<file path="src/rtl/riscv_pkg.sv">
// ============================================================================
// Module : riscv_pkg
// Brief  : Shared RV32I pipeline constants: ALU opcodes, forward selects and
//          default datapath widths.
// Rev    : 1.0
// ============================================================================
`default_nettype none

package riscv_pkg;

    localparam int DEF_XLEN   = 32;
    localparam int DEF_REG_AW = 5;

    localparam logic [2:0] ALU_ADD  = 3'b000;
    localparam logic [2:0] ALU_SUB  = 3'b001;
    localparam logic [2:0] ALU_AND  = 3'b010;
    localparam logic [2:0] ALU_OR   = 3'b011;
    localparam logic [2:0] ALU_XOR  = 3'b100;
    localparam logic [2:0] ALU_SLT  = 3'b101;
    localparam logic [2:0] ALU_SLTU = 3'b110;
    localparam logic [2:0] ALU_MUL  = 3'b111;

    // Select 2'b11 is not a member and falls back to the register-file operand.
    typedef enum logic [1:0] {
        FWD_RF  = 2'b00,
        FWD_WB  = 2'b01,
        FWD_MEM = 2'b10
    } fwd_sel_e;

endpackage

`default_nettype wire

</file>
<file path="src/rtl/execute_stage_if.sv">
// ============================================================================
// Module : execute_stage_if
// Brief  : ID/EX inputs, hazard-unit selects and EX/MEM outputs of the
//          execute stage. The slave modport is the execute stage's view.
// Rev    : 1.0
// ============================================================================
`default_nettype none

interface execute_stage_if #(
    parameter int XLEN   = 32,
    parameter int REG_AW = 5
);
    logic              RegWriteE;
    logic              MemWriteE;
    logic              ResultSrcE;
    logic              ALUSrcE;
    logic              BranchE;
    logic              JumpE;
    logic [2:0]        ALUControlE;
    logic [XLEN-1:0]   RD1_E;
    logic [XLEN-1:0]   RD2_E;
    logic [XLEN-1:0]   Imm_Ext_E;
    logic [REG_AW-1:0] RD_E;
    logic [XLEN-1:0]   PCE;
    logic [XLEN-1:0]   PCPlus4E;
    logic [1:0]        ForwardA_E;
    logic [1:0]        ForwardB_E;
    logic [XLEN-1:0]   ResultW;
    logic              StallM;
    logic              FlushM;

    logic              PCSrcE;
    logic [XLEN-1:0]   PCTargetE;
    logic              RegWriteM;
    logic              MemWriteM;
    logic              ResultSrcM;
    logic [REG_AW-1:0] RD_M;
    logic [XLEN-1:0]   ALU_ResultM;
    logic [XLEN-1:0]   WriteDataM;
    logic [XLEN-1:0]   PCPlus4M;

    modport master (
        output RegWriteE, MemWriteE, ResultSrcE, ALUSrcE, BranchE, JumpE,
               ALUControlE, RD1_E, RD2_E, Imm_Ext_E, RD_E, PCE, PCPlus4E,
               ForwardA_E, ForwardB_E, ResultW, StallM, FlushM,
        input  PCSrcE, PCTargetE, RegWriteM, MemWriteM, ResultSrcM, RD_M,
               ALU_ResultM, WriteDataM, PCPlus4M
    );

    modport slave (
        input  RegWriteE, MemWriteE, ResultSrcE, ALUSrcE, BranchE, JumpE,
               ALUControlE, RD1_E, RD2_E, Imm_Ext_E, RD_E, PCE, PCPlus4E,
               ForwardA_E, ForwardB_E, ResultW, StallM, FlushM,
        output PCSrcE, PCTargetE, RegWriteM, MemWriteM, ResultSrcM, RD_M,
               ALU_ResultM, WriteDataM, PCPlus4M
    );
endinterface

`default_nettype wire

</file>
<file path="src/rtl/execute_stage_alu.sv">
// ============================================================================
// Module : alu
// Brief  : Combinational RV32I ALU with zero flag. Opcode 111 is a single-cycle
//          low-half signed multiply when EX_MUL_EN is defined, else yields 0.
// Rev    : 1.0
// ============================================================================
`default_nettype none

module alu
    import riscv_pkg::*;
#(
    parameter int XLEN = DEF_XLEN
) (
    input  wire logic [XLEN-1:0] SrcA,
    input  wire logic [XLEN-1:0] SrcB,
    input  wire logic [2:0]      ALUControl,
    output logic [XLEN-1:0]      Result,
    output logic                 Zero
);

`ifdef EX_MUL_EN
    // The low half of a product is sign-agnostic; signed form kept for clarity.
    logic [XLEN-1:0] w_mul_lo;
    assign w_mul_lo = $signed(SrcA) * $signed(SrcB);
`endif

    always_comb begin
        Result = '0;
        case (ALUControl)
            ALU_ADD:  Result = SrcA + SrcB;
            ALU_SUB:  Result = SrcA - SrcB;
            ALU_AND:  Result = SrcA & SrcB;
            ALU_OR:   Result = SrcA | SrcB;
            ALU_XOR:  Result = SrcA ^ SrcB;
            ALU_SLT:  Result = {{(XLEN-1){1'b0}}, ($signed(SrcA) < $signed(SrcB))};
            ALU_SLTU: Result = {{(XLEN-1){1'b0}}, (SrcA < SrcB)};
`ifdef EX_MUL_EN
            ALU_MUL:  Result = w_mul_lo;
`endif
            default:  Result = '0;
        endcase
    end

    assign Zero = (Result == '0);

endmodule

`default_nettype wire

</file>
<file path="src/rtl/execute_stage.sv">
// ============================================================================
// Module : execute_stage
// Brief  : RV32I EX stage: operand forwarding, ALU, branch/jump resolution and
//          the EX/MEM pipeline register. Optional RV32M mul via EX_MUL_EN.
// Rev    : 1.0
// ============================================================================
`default_nettype none

module execute_stage
    import riscv_pkg::*;
#(
    parameter int XLEN   = DEF_XLEN,
    parameter int REG_AW = DEF_REG_AW
) (
    input  wire logic       clk,
    input  wire logic       rst,
    execute_stage_if.slave  ex
);

    logic [XLEN-1:0]   w_src_a;
    logic [XLEN-1:0]   w_fwd_b;
    logic [XLEN-1:0]   w_src_b;
    logic [XLEN-1:0]   w_alu_result;
    logic              w_zero;

    logic              regwrite_q,  regwrite_d;
    logic              memwrite_q,  memwrite_d;
    logic              resultsrc_q, resultsrc_d;
    logic [REG_AW-1:0] rd_q,        rd_d;
    logic [XLEN-1:0]   alu_res_q,   alu_res_d;
    logic [XLEN-1:0]   wdata_q,     wdata_d;
    logic [XLEN-1:0]   pcp4_q,      pcp4_d;

    // The MEM-stage bypass taps our own registered result, so a held stall
    // keeps feeding the same value back.
    always_comb begin
        w_src_a = ex.RD1_E;
        case (ex.ForwardA_E)
            FWD_WB:  w_src_a = ex.ResultW;
            FWD_MEM: w_src_a = alu_res_q;
            default: w_src_a = ex.RD1_E;
        endcase
    end

    always_comb begin
        w_fwd_b = ex.RD2_E;
        case (ex.ForwardB_E)
            FWD_WB:  w_fwd_b = ex.ResultW;
            FWD_MEM: w_fwd_b = alu_res_q;
            default: w_fwd_b = ex.RD2_E;
        endcase
    end

    assign w_src_b = ex.ALUSrcE ? ex.Imm_Ext_E : w_fwd_b;

    alu #(.XLEN(XLEN)) u_alu (
        .SrcA       (w_src_a),
        .SrcB       (w_src_b),
        .ALUControl (ex.ALUControlE),
        .Result     (w_alu_result),
        .Zero       (w_zero)
    );

    assign ex.PCSrcE    = (ex.BranchE & w_zero) | ex.JumpE;
    assign ex.PCTargetE = ex.PCE + ex.Imm_Ext_E;

    // Flush clears only control and destination; data registers simply hold.
    always_comb begin
        regwrite_d  = regwrite_q;
        memwrite_d  = memwrite_q;
        resultsrc_d = resultsrc_q;
        rd_d        = rd_q;
        alu_res_d   = alu_res_q;
        wdata_d     = wdata_q;
        pcp4_d      = pcp4_q;
        if (ex.FlushM) begin
            regwrite_d  = 1'b0;
            memwrite_d  = 1'b0;
            resultsrc_d = 1'b0;
            rd_d        = '0;
        end else if (!ex.StallM) begin
            regwrite_d  = ex.RegWriteE;
            memwrite_d  = ex.MemWriteE;
            resultsrc_d = ex.ResultSrcE;
            rd_d        = ex.RD_E;
            alu_res_d   = w_alu_result;
            wdata_d     = w_fwd_b;
            pcp4_d      = ex.PCPlus4E;
        end
    end

    always_ff @(posedge clk or posedge rst) begin
        if (rst) begin
            regwrite_q  <= 1'b0;
            memwrite_q  <= 1'b0;
            resultsrc_q <= 1'b0;
            rd_q        <= '0;
            alu_res_q   <= '0;
            wdata_q     <= '0;
            pcp4_q      <= '0;
        end else begin
            regwrite_q  <= regwrite_d;
            memwrite_q  <= memwrite_d;
            resultsrc_q <= resultsrc_d;
            rd_q        <= rd_d;
            alu_res_q   <= alu_res_d;
            wdata_q     <= wdata_d;
            pcp4_q      <= pcp4_d;
        end
    end

    assign ex.RegWriteM   = regwrite_q;
    assign ex.MemWriteM   = memwrite_q;
    assign ex.ResultSrcM  = resultsrc_q;
    assign ex.RD_M        = rd_q;
    assign ex.ALU_ResultM = alu_res_q;
    assign ex.WriteDataM  = wdata_q;
    assign ex.PCPlus4M    = pcp4_q;

endmodule

`default_nettype wire

</file>
<file path="src/flat_wrapper.sv">
// flat-port wrapper written by rule: the top's interface ports become plain ports
module execute_stage_flat import riscv_pkg::*;
#(
    parameter int XLEN   = DEF_XLEN,
    parameter int REG_AW = DEF_REG_AW
)
  (clk, rst, ex_RegWriteE, ex_MemWriteE, ex_ResultSrcE, ex_ALUSrcE, ex_BranchE, ex_JumpE, ex_ALUControlE, ex_RD1_E, ex_RD2_E, ex_Imm_Ext_E, ex_RD_E, ex_PCE, ex_PCPlus4E, ex_ForwardA_E, ex_ForwardB_E, ex_ResultW, ex_StallM, ex_FlushM, ex_PCSrcE, ex_PCTargetE, ex_RegWriteM, ex_MemWriteM, ex_ResultSrcM, ex_RD_M, ex_ALU_ResultM, ex_WriteDataM, ex_PCPlus4M);
  execute_stage_if #(.XLEN(XLEN), .REG_AW(REG_AW)) ex_i ();
  input  wire logic clk;
  input  wire logic rst;
  input wire logic [$bits(ex_i.RegWriteE)-1:0] ex_RegWriteE;
  input wire logic [$bits(ex_i.MemWriteE)-1:0] ex_MemWriteE;
  input wire logic [$bits(ex_i.ResultSrcE)-1:0] ex_ResultSrcE;
  input wire logic [$bits(ex_i.ALUSrcE)-1:0] ex_ALUSrcE;
  input wire logic [$bits(ex_i.BranchE)-1:0] ex_BranchE;
  input wire logic [$bits(ex_i.JumpE)-1:0] ex_JumpE;
  input wire logic [$bits(ex_i.ALUControlE)-1:0] ex_ALUControlE;
  input wire logic [$bits(ex_i.RD1_E)-1:0] ex_RD1_E;
  input wire logic [$bits(ex_i.RD2_E)-1:0] ex_RD2_E;
  input wire logic [$bits(ex_i.Imm_Ext_E)-1:0] ex_Imm_Ext_E;
  input wire logic [$bits(ex_i.RD_E)-1:0] ex_RD_E;
  input wire logic [$bits(ex_i.PCE)-1:0] ex_PCE;
  input wire logic [$bits(ex_i.PCPlus4E)-1:0] ex_PCPlus4E;
  input wire logic [$bits(ex_i.ForwardA_E)-1:0] ex_ForwardA_E;
  input wire logic [$bits(ex_i.ForwardB_E)-1:0] ex_ForwardB_E;
  input wire logic [$bits(ex_i.ResultW)-1:0] ex_ResultW;
  input wire logic [$bits(ex_i.StallM)-1:0] ex_StallM;
  input wire logic [$bits(ex_i.FlushM)-1:0] ex_FlushM;
  output wire logic [$bits(ex_i.PCSrcE)-1:0] ex_PCSrcE;
  output wire logic [$bits(ex_i.PCTargetE)-1:0] ex_PCTargetE;
  output wire logic [$bits(ex_i.RegWriteM)-1:0] ex_RegWriteM;
  output wire logic [$bits(ex_i.MemWriteM)-1:0] ex_MemWriteM;
  output wire logic [$bits(ex_i.ResultSrcM)-1:0] ex_ResultSrcM;
  output wire logic [$bits(ex_i.RD_M)-1:0] ex_RD_M;
  output wire logic [$bits(ex_i.ALU_ResultM)-1:0] ex_ALU_ResultM;
  output wire logic [$bits(ex_i.WriteDataM)-1:0] ex_WriteDataM;
  output wire logic [$bits(ex_i.PCPlus4M)-1:0] ex_PCPlus4M;
  assign ex_i.RegWriteE = ex_RegWriteE;
  assign ex_i.MemWriteE = ex_MemWriteE;
  assign ex_i.ResultSrcE = ex_ResultSrcE;
  assign ex_i.ALUSrcE = ex_ALUSrcE;
  assign ex_i.BranchE = ex_BranchE;
  assign ex_i.JumpE = ex_JumpE;
  assign ex_i.ALUControlE = ex_ALUControlE;
  assign ex_i.RD1_E = ex_RD1_E;
  assign ex_i.RD2_E = ex_RD2_E;
  assign ex_i.Imm_Ext_E = ex_Imm_Ext_E;
  assign ex_i.RD_E = ex_RD_E;
  assign ex_i.PCE = ex_PCE;
  assign ex_i.PCPlus4E = ex_PCPlus4E;
  assign ex_i.ForwardA_E = ex_ForwardA_E;
  assign ex_i.ForwardB_E = ex_ForwardB_E;
  assign ex_i.ResultW = ex_ResultW;
  assign ex_i.StallM = ex_StallM;
  assign ex_i.FlushM = ex_FlushM;
  assign ex_PCSrcE = ex_i.PCSrcE;
  assign ex_PCTargetE = ex_i.PCTargetE;
  assign ex_RegWriteM = ex_i.RegWriteM;
  assign ex_MemWriteM = ex_i.MemWriteM;
  assign ex_ResultSrcM = ex_i.ResultSrcM;
  assign ex_RD_M = ex_i.RD_M;
  assign ex_ALU_ResultM = ex_i.ALU_ResultM;
  assign ex_WriteDataM = ex_i.WriteDataM;
  assign ex_PCPlus4M = ex_i.PCPlus4M;
  execute_stage #(.XLEN(XLEN), .REG_AW(REG_AW)) u_core (.clk(clk), .rst(rst), .ex(ex_i));
endmodule
</file>
<file path="config.mk">
export PLATFORM = sky130hd
export DESIGN_NAME = execute_stage_flat
export DESIGN_NICKNAME = d
export VERILOG_FILES = /design/src/rtl/riscv_pkg.sv /design/src/rtl/execute_stage_if.sv /design/src/rtl/execute_stage_alu.sv /design/src/rtl/execute_stage.sv /design/src/flat_wrapper.sv
export SDC_FILE = /design/constraint.sdc
export NUM_CORES = 1
export LEC_CHECK = 0
export BUFFER_PORTS_ARGS = -buffer_cell sky130_fd_sc_hd__buf_2
export CAP_MARGIN = 20
export CORE_MARGIN = 5
export CORE_UTILIZATION = 49
export DETAILED_ROUTE_END_ITERATION = 8
export PLACE_DENSITY_LB_ADDON = 0.2
export SLEW_MARGIN = 25
export SYNTH_ARGS = -nofsm -noshare
export SYNTH_HDL_FRONTEND = slang
export SYNTH_SLANG_ARGS = --single-unit
</file>
<file path="constraint.sdc">
create_clock -name clk -period 7.65 [get_ports clk]
set_input_delay 1.53 -clock clk [delete_from_list [all_inputs] [get_ports clk]]
set_output_delay 1.53 -clock clk [all_outputs]
set_load 0.05 [all_outputs]
</file>
# == Yosys cells after proc, flatten, opt, wreduce, memory -nomap -nowiden ==
# Cells that the tools add are included.
# word_totals
regBits,104
latch_bits,0
ram_bits,0
mem_bits_ro,0
output_inout_bits,137
elab_cells,45
mem_count,0
# classes
add_sub_neg,3
multipliers,0
div,0
magnitude_cmp,2
eq_ne,11
shifts,0
muxes,12
bitwise,7
reduce_logical,3
# op_table
op,n
case mux 32 bit (7 select lines),1
case mux 32 bit (2 select lines),2
adder 32 bit,2
< comparator 32 bit,2
AND 32 bit,1
zero test 32 bit,1
2-to-1 mux 32 bit,1
bitwise OR 32 bit,1
subtractor 32 bit,1
bitwise XOR 32 bit,1
2-to-1 mux 5 bit,2
equality test 3 bit (second input constant),3
equality test 3 x 2 -> 1 bit (second input constant),2
2-to-1 mux 1 bit,6
equality test 2 x 1 -> 1 bit (second input constant),2
equality test 2 bit (second input constant),2
equality test 3 x 1 -> 1 bit (second input constant),1
zero test 3 bit,1
!= test 2 x 1 -> 1 bit (second input constant),1
NOT 1 bit,2
AND reduction 2 bit,1
AND 1 bit,1
bitwise OR 1 bit,1

# == Depth between registers and ports, before layout ==
# depth
ltp_word,8
depth_mapped,21

# == Cells and area by module ==
# Synthesis repeated with hierarchy kept, for this count alone.
# hier_totals
cells_unflattened,1832
hier_area_um2,13041.3
# modules_own_cells
mod,n_inst,cells_per_inst,area_each_um2
execute_stage,1,947,7055.5
alu,1,885,5985.7

# == Least setup slack after synthesis ==
# OpenSTA, ideal clock, no wires.
# synth_path
kind,input to output
from,input port ex_ForwardB_E[0]
to,output port ex_PCSrcE
arrival_time_ns,6.765
required_time_ns,6.120
slack_ns,-0.645
stages,20
n_path_buf,2
cell_sequence,inv_1 -> ha_1 -> clkbuf_1 -> clkbuf_1 -> a21oi_1 -> o21ai_0 -> ha_1 -> inv_1 -> fa_1 -> nand2b_1 -> a2111o_1 -> a311oi_1 -> o2111a_2 -> o2111ai_1 -> a31oi_1 -> mux2i_1 -> o211ai_1 -> a2111oi_0 -> nand4_1 -> o41ai_2
# synth_via
elab_chain_len,8
word_cells_on_any_way,15
cone_classes,2 x add/sub; 2 x order compare; 2 x eq/ne; 3 x mux; 5 x bitwise; 1 x reduce/logical
# synth_rtl
item,line_no,rtl
from (decl),flat_wrapper.sv:25,input wire logic [$bits(ex_i.ForwardB_E)-1:0] ex_ForwardB_E;
equality test 2 bit or equality test 2 x 1 -> 1 bit (tied branches),execute_stage.sv:47,case (ex.ForwardB_E)
case mux 32 bit (2 select lines) *,execute_stage.sv:47,
2-to-1 mux 32 bit *,execute_stage.sv:54,assign w_src_b = ex.ALUSrcE ? ex.Imm_Ext_E : w_fwd_b;
"subtractor 32 bit, or another cell as far along",execute_stage_alu.sv:31,ALU_SUB: Result = SrcA - SrcB;
case mux 32 bit (7 select lines) *,execute_stage_alu.sv:29,case (ALUControl)
zero test 32 bit *,execute_stage_alu.sv:44,assign Zero = (Result == '0);
AND 1 bit *,execute_stage.sv:64,assign ex.PCSrcE = (ex.BranchE & w_zero) | ex.JumpE;
bitwise OR 1 bit *,execute_stage.sv:64,
to (decl),flat_wrapper.sv:29,output wire logic [$bits(ex_i.PCSrcE)-1:0] ex_PCSrcE;
# Mark *: on every way between the ends. The rest lies on a longest branch, timed or not.

# == Worst setup path after layout ==
# layout_path
from,input port ex_ForwardB_E[1]
to,output port ex_PCSrcE
# The elaborated chain is that of the path after synthesis.

==> key figures <==
STA
  – RSZ-0062 raised after global routing: yes
  – Fmax: 130 MHz
  – Worst-Margin Slew: 1130 ps
  – Fin crit period: 7670 ps
  – Final Cycle Share: 100%
  – Hold Vio Cnt, Final: 0
  – Final WS setup: -15.5 ps
  – Pins Over Slew Limit: 0
  – Clock Skews: 11.2 ps
  – Final setup violating endpoints: 1
  – Setup_tns: -15.5 ps
  – Slew headroom: about a quarter

Pwr
  – Pwr/cell area: about 210 nW/µm²
  – Cell internal pwr: 1.70 mW
  – Flop pwr share: about a fifth
  – Clk pwr share: 13.3%
  – Sw Pwr: 1.83 mW
  – Peak VDD IR: 147 µV
  – Tot Pwr: 3.53 mW
  – Leakage Power: 8.38 nW
  – Sw Ratio: 51.8%
  – Comb pwr share: 66.0%

Setup path
  – Req. time, crit path: between 6000 and 7000 ps
  – R2R depth: 20
  – CP max FO: 4
  – Crit path kind: input pin to output pin
  – Type of origin of the critical path: input pin
  – Setup crit end kind: output pin
  – Worst path arrival time: about 6100 ps

Logic synthesis
  – Largest family of logic cells by synthesized area: compound AO/OA/AOI/OAI gates
  – Post-synthesis cell type count: 96
  – Post-synthesis cell count: 1745
  – Ranking of synthesized cells by area: dfrtp_1 (21%), ha_1 (14%), nand2_1 (9.0%)
  – Synth warn: 0
  – Post-Synth Simple-Gate Area: a little over a fifth
  – Synth area leader: dfrtp_1
  – Mux cell area share after synthesis: 1.94%
  – Post-Synth XOR/XNOR Area: 2.66%
  – Post-synthesis sequential area ratio: 20.8%
  – Syn Nets: 2102
  – Compound-Gate Fraction of Synth Area: 31.8%
  – Synthesized area per cell: 7.18 µm²
  – Adder-Cell Fraction of Synth Area: 14.5%
  – Post-synth top flop: dfrtp_1
  – Ys async rst share: 100%
  – Synth Register Bits: 104
  – Mapped Area: 12500 µm²
  – Synth top area share: 20.8%
  – Post-synth EDFFs: 0

Floorplanning
  – Starting Density: between 40% and 50%
  – Number of cell rows: 58
  – I/O pins: 351
  – Die W: 170 µm
  – Die area: 28900 µm²
  – Die Y: 170 µm
  – CORE AREA: 25200 µm²

GRT
  – GRT Util Overall: between 30% and 40%
  – Gr ovfl total: 0
  – Pin count of the biggest net entering global routing: 108
  – Vias in the first global route: roughly 15000
  – First-pass GRT wire length: 86.7 mm
  – Initial antenna violation count: 5

Clocking
  – Clock sink total: 104
  – H-tree Lvls: 3
  – Later-pin clock latency in the skew report: 360 ps
  – CTS clk-pin slew, worst paths: 80 ps
  – CTS tree: done
  – CTS Buffer Depth: 2
  – Hold buffer count at cts: 0
  – Clk Tree Root Cell: clkbuf_16
  – Total CTS buffers: 9

Drt
  – Pre-Repair DR Iteration Count: 6
  – ANT nets after route: 0
  – Routed vias: 15600
  – WL/cell: 22.4 µm
  – Final wirelength: about 57 mm
  – Vias per inst: 6.08
  – Starting DRT DRC Count: between 1500 and 2000
  – # DRC: 0

Layout
  – Finished Cell Area: 17000 µm²
  – Most frequent cells in the layout: buf_2 (347), nand2_1 (298), buf_4 (216), nor2_1 (146), o21ai_0 (133)
  – Layout cell share with drive strength beyond 1: 33.1%
  – Fin util: 67.5%
  – Nets: 2582
  – Layout area overhead: 35.6%
  – Most common cell after layout, fill and taps aside: buf_2

Placed design
  – RD Place Congestion: between 1 and 1.5
  – Cell Area, Placed: 15900 µm²
  – Port Buf Inserts: 350
  – Detailed Place HPWL: 45.6 mm

Run status
  – Status: finished with violations
  – Violated checks: negative setup slack

Worst hold path
  – Hold Path Class: flip-flop to flip-flop
  – Hold Path Depth: 2

Flow run
  – Max-cap violations: 0
## logic make-up (layout without fill, tap and decap cells)
kind of cell / count (synthesis) / count (layout)
compound gates: 603 / 603
xor+xnor: 38 / 38
fa+ha+maj: 143 / 143
buf+inv: 232 / 716
flops: 104 / 104
mux: 21 / 21
other cells: 0 / 3
simple gates: 604 / 604
## critical path: stages
cell      delay [ps]
buf_8             90
inv_4             30
ha_4             160
a22oi_2          210
nor2_2            80
a21oi_2          170
o21ai_4          100
buf_6            130
ha_4             160
fa_2             420
nor2_4           160
o311ai_4         130
buf_6            150
a211oi_4         300
and4_4           300
o32ai_4          100
o41a_1           470
a211oi_4         270
o21ai_2          130
nor4_2           290
nand4_1          230
o41ai_4          330
buf_12           180
## power groups by stage
stage               Combinational [mW]  Sequential (mW)  Clock (mW)
floorplan                         1.04             1.03           0
global placement                  2.10            0.733           0
detailed placement                2.12            0.733           0
CTS                               2.21            0.726       0.473
global route                      2.47            0.740       0.496
finish                            2.33            0.731       0.469
## state kept, by name, indices dropped and copies added (netlist names)
name,cells
u_core.ex.ALU_ResultM,32
u_core.ex.PCPlus4M,32
u_core.ex.WriteDataM,32
u_core.ex.RD_M,5
u_core.ex.MemWriteM,1
u_core.ex.RegWriteM,1
u_core.ex.ResultSrcM,1
## area by class of cell
type	instances	area [µm²]
clock inverters	5	48.8
diodes	3	7.51
clock buffers	10	239
flip-flops and latches	104	2600
multi-input cells	1409	9600
repair buffers	580	3620
well taps	330	413
fillers	2221	8200
inverters	121	459
## final timing paths
kind / from / end / slack [ps]
setup / recovery: ex_ForwardB_E[1] / ex_PCSrcE / -20
hold / removal: u_core.ex.PCPlus4M[4] / u_core.ex.PCPlus4M[4] / 480
setup reg to reg: u_core.ex.ALU_ResultM[0] / u_core.ex.ALU_ResultM[30] / 3360
hold reg to reg: u_core.ex.PCPlus4M[4] / u_core.ex.PCPlus4M[4] / 480
max in group asynchronous: rst / u_core.ex.ALU_ResultM[29] / 5470
min in group asynchronous: rst / u_core.ex.PCPlus4M[5] / 1150
## synthesized netlist by cell type (19+ instances only)
library cell / n
nor2_1: 154
nor3_1: 23
a21oi_1: 136
o21ai_0: 163
inv_1: 115
nand2_1: 299
a21o_1: 23
ha_1: 140
clkbuf_1: 75
a22oi_1: 67
o211ai_1: 24
nand3_1: 24
nor4_1: 19
xnor2_1: 31
dfrtp_1: 104
## routing by layer
layer | global-route usage (%) | part of all wire, % | vias up
met5 | 0 | 0.047 | -
met4 | 13.8 | 3.8 | 4
met3 | 8.39 | 10 | 150
met2 | 61.0 | 46 | 927
met1 | 50.7 | 40 | 7322
li1 | - | - | 7182
## per-stage QoR
| step | hold WS (ps) | std cells | setup WS, ps |
|---|---|---|---|
| 6_report | 476 | 2562 | -15.5 |
| 5_1_grt | 506 | 2562 | -91.2 |
| 4_1_cts | 477 | 2552 | 2.06 |
| 2_1_floorplan | 744 | 1745 | 6.21 |
| 3_3_place_gp | 452 | 2522 | -650 |
| 3_5_place_dp | 457 | 2522 | -588 |
## repair_timing
action / CTS / global route
resized for setup: 80 / 79
pin swaps: 31 / 31
cloned: 0 / 0
endpoints found under the setup margin: 1 / 1
buffers inserted: 15 / 7
Note: power is estimated with default switching activity, not from simulation.
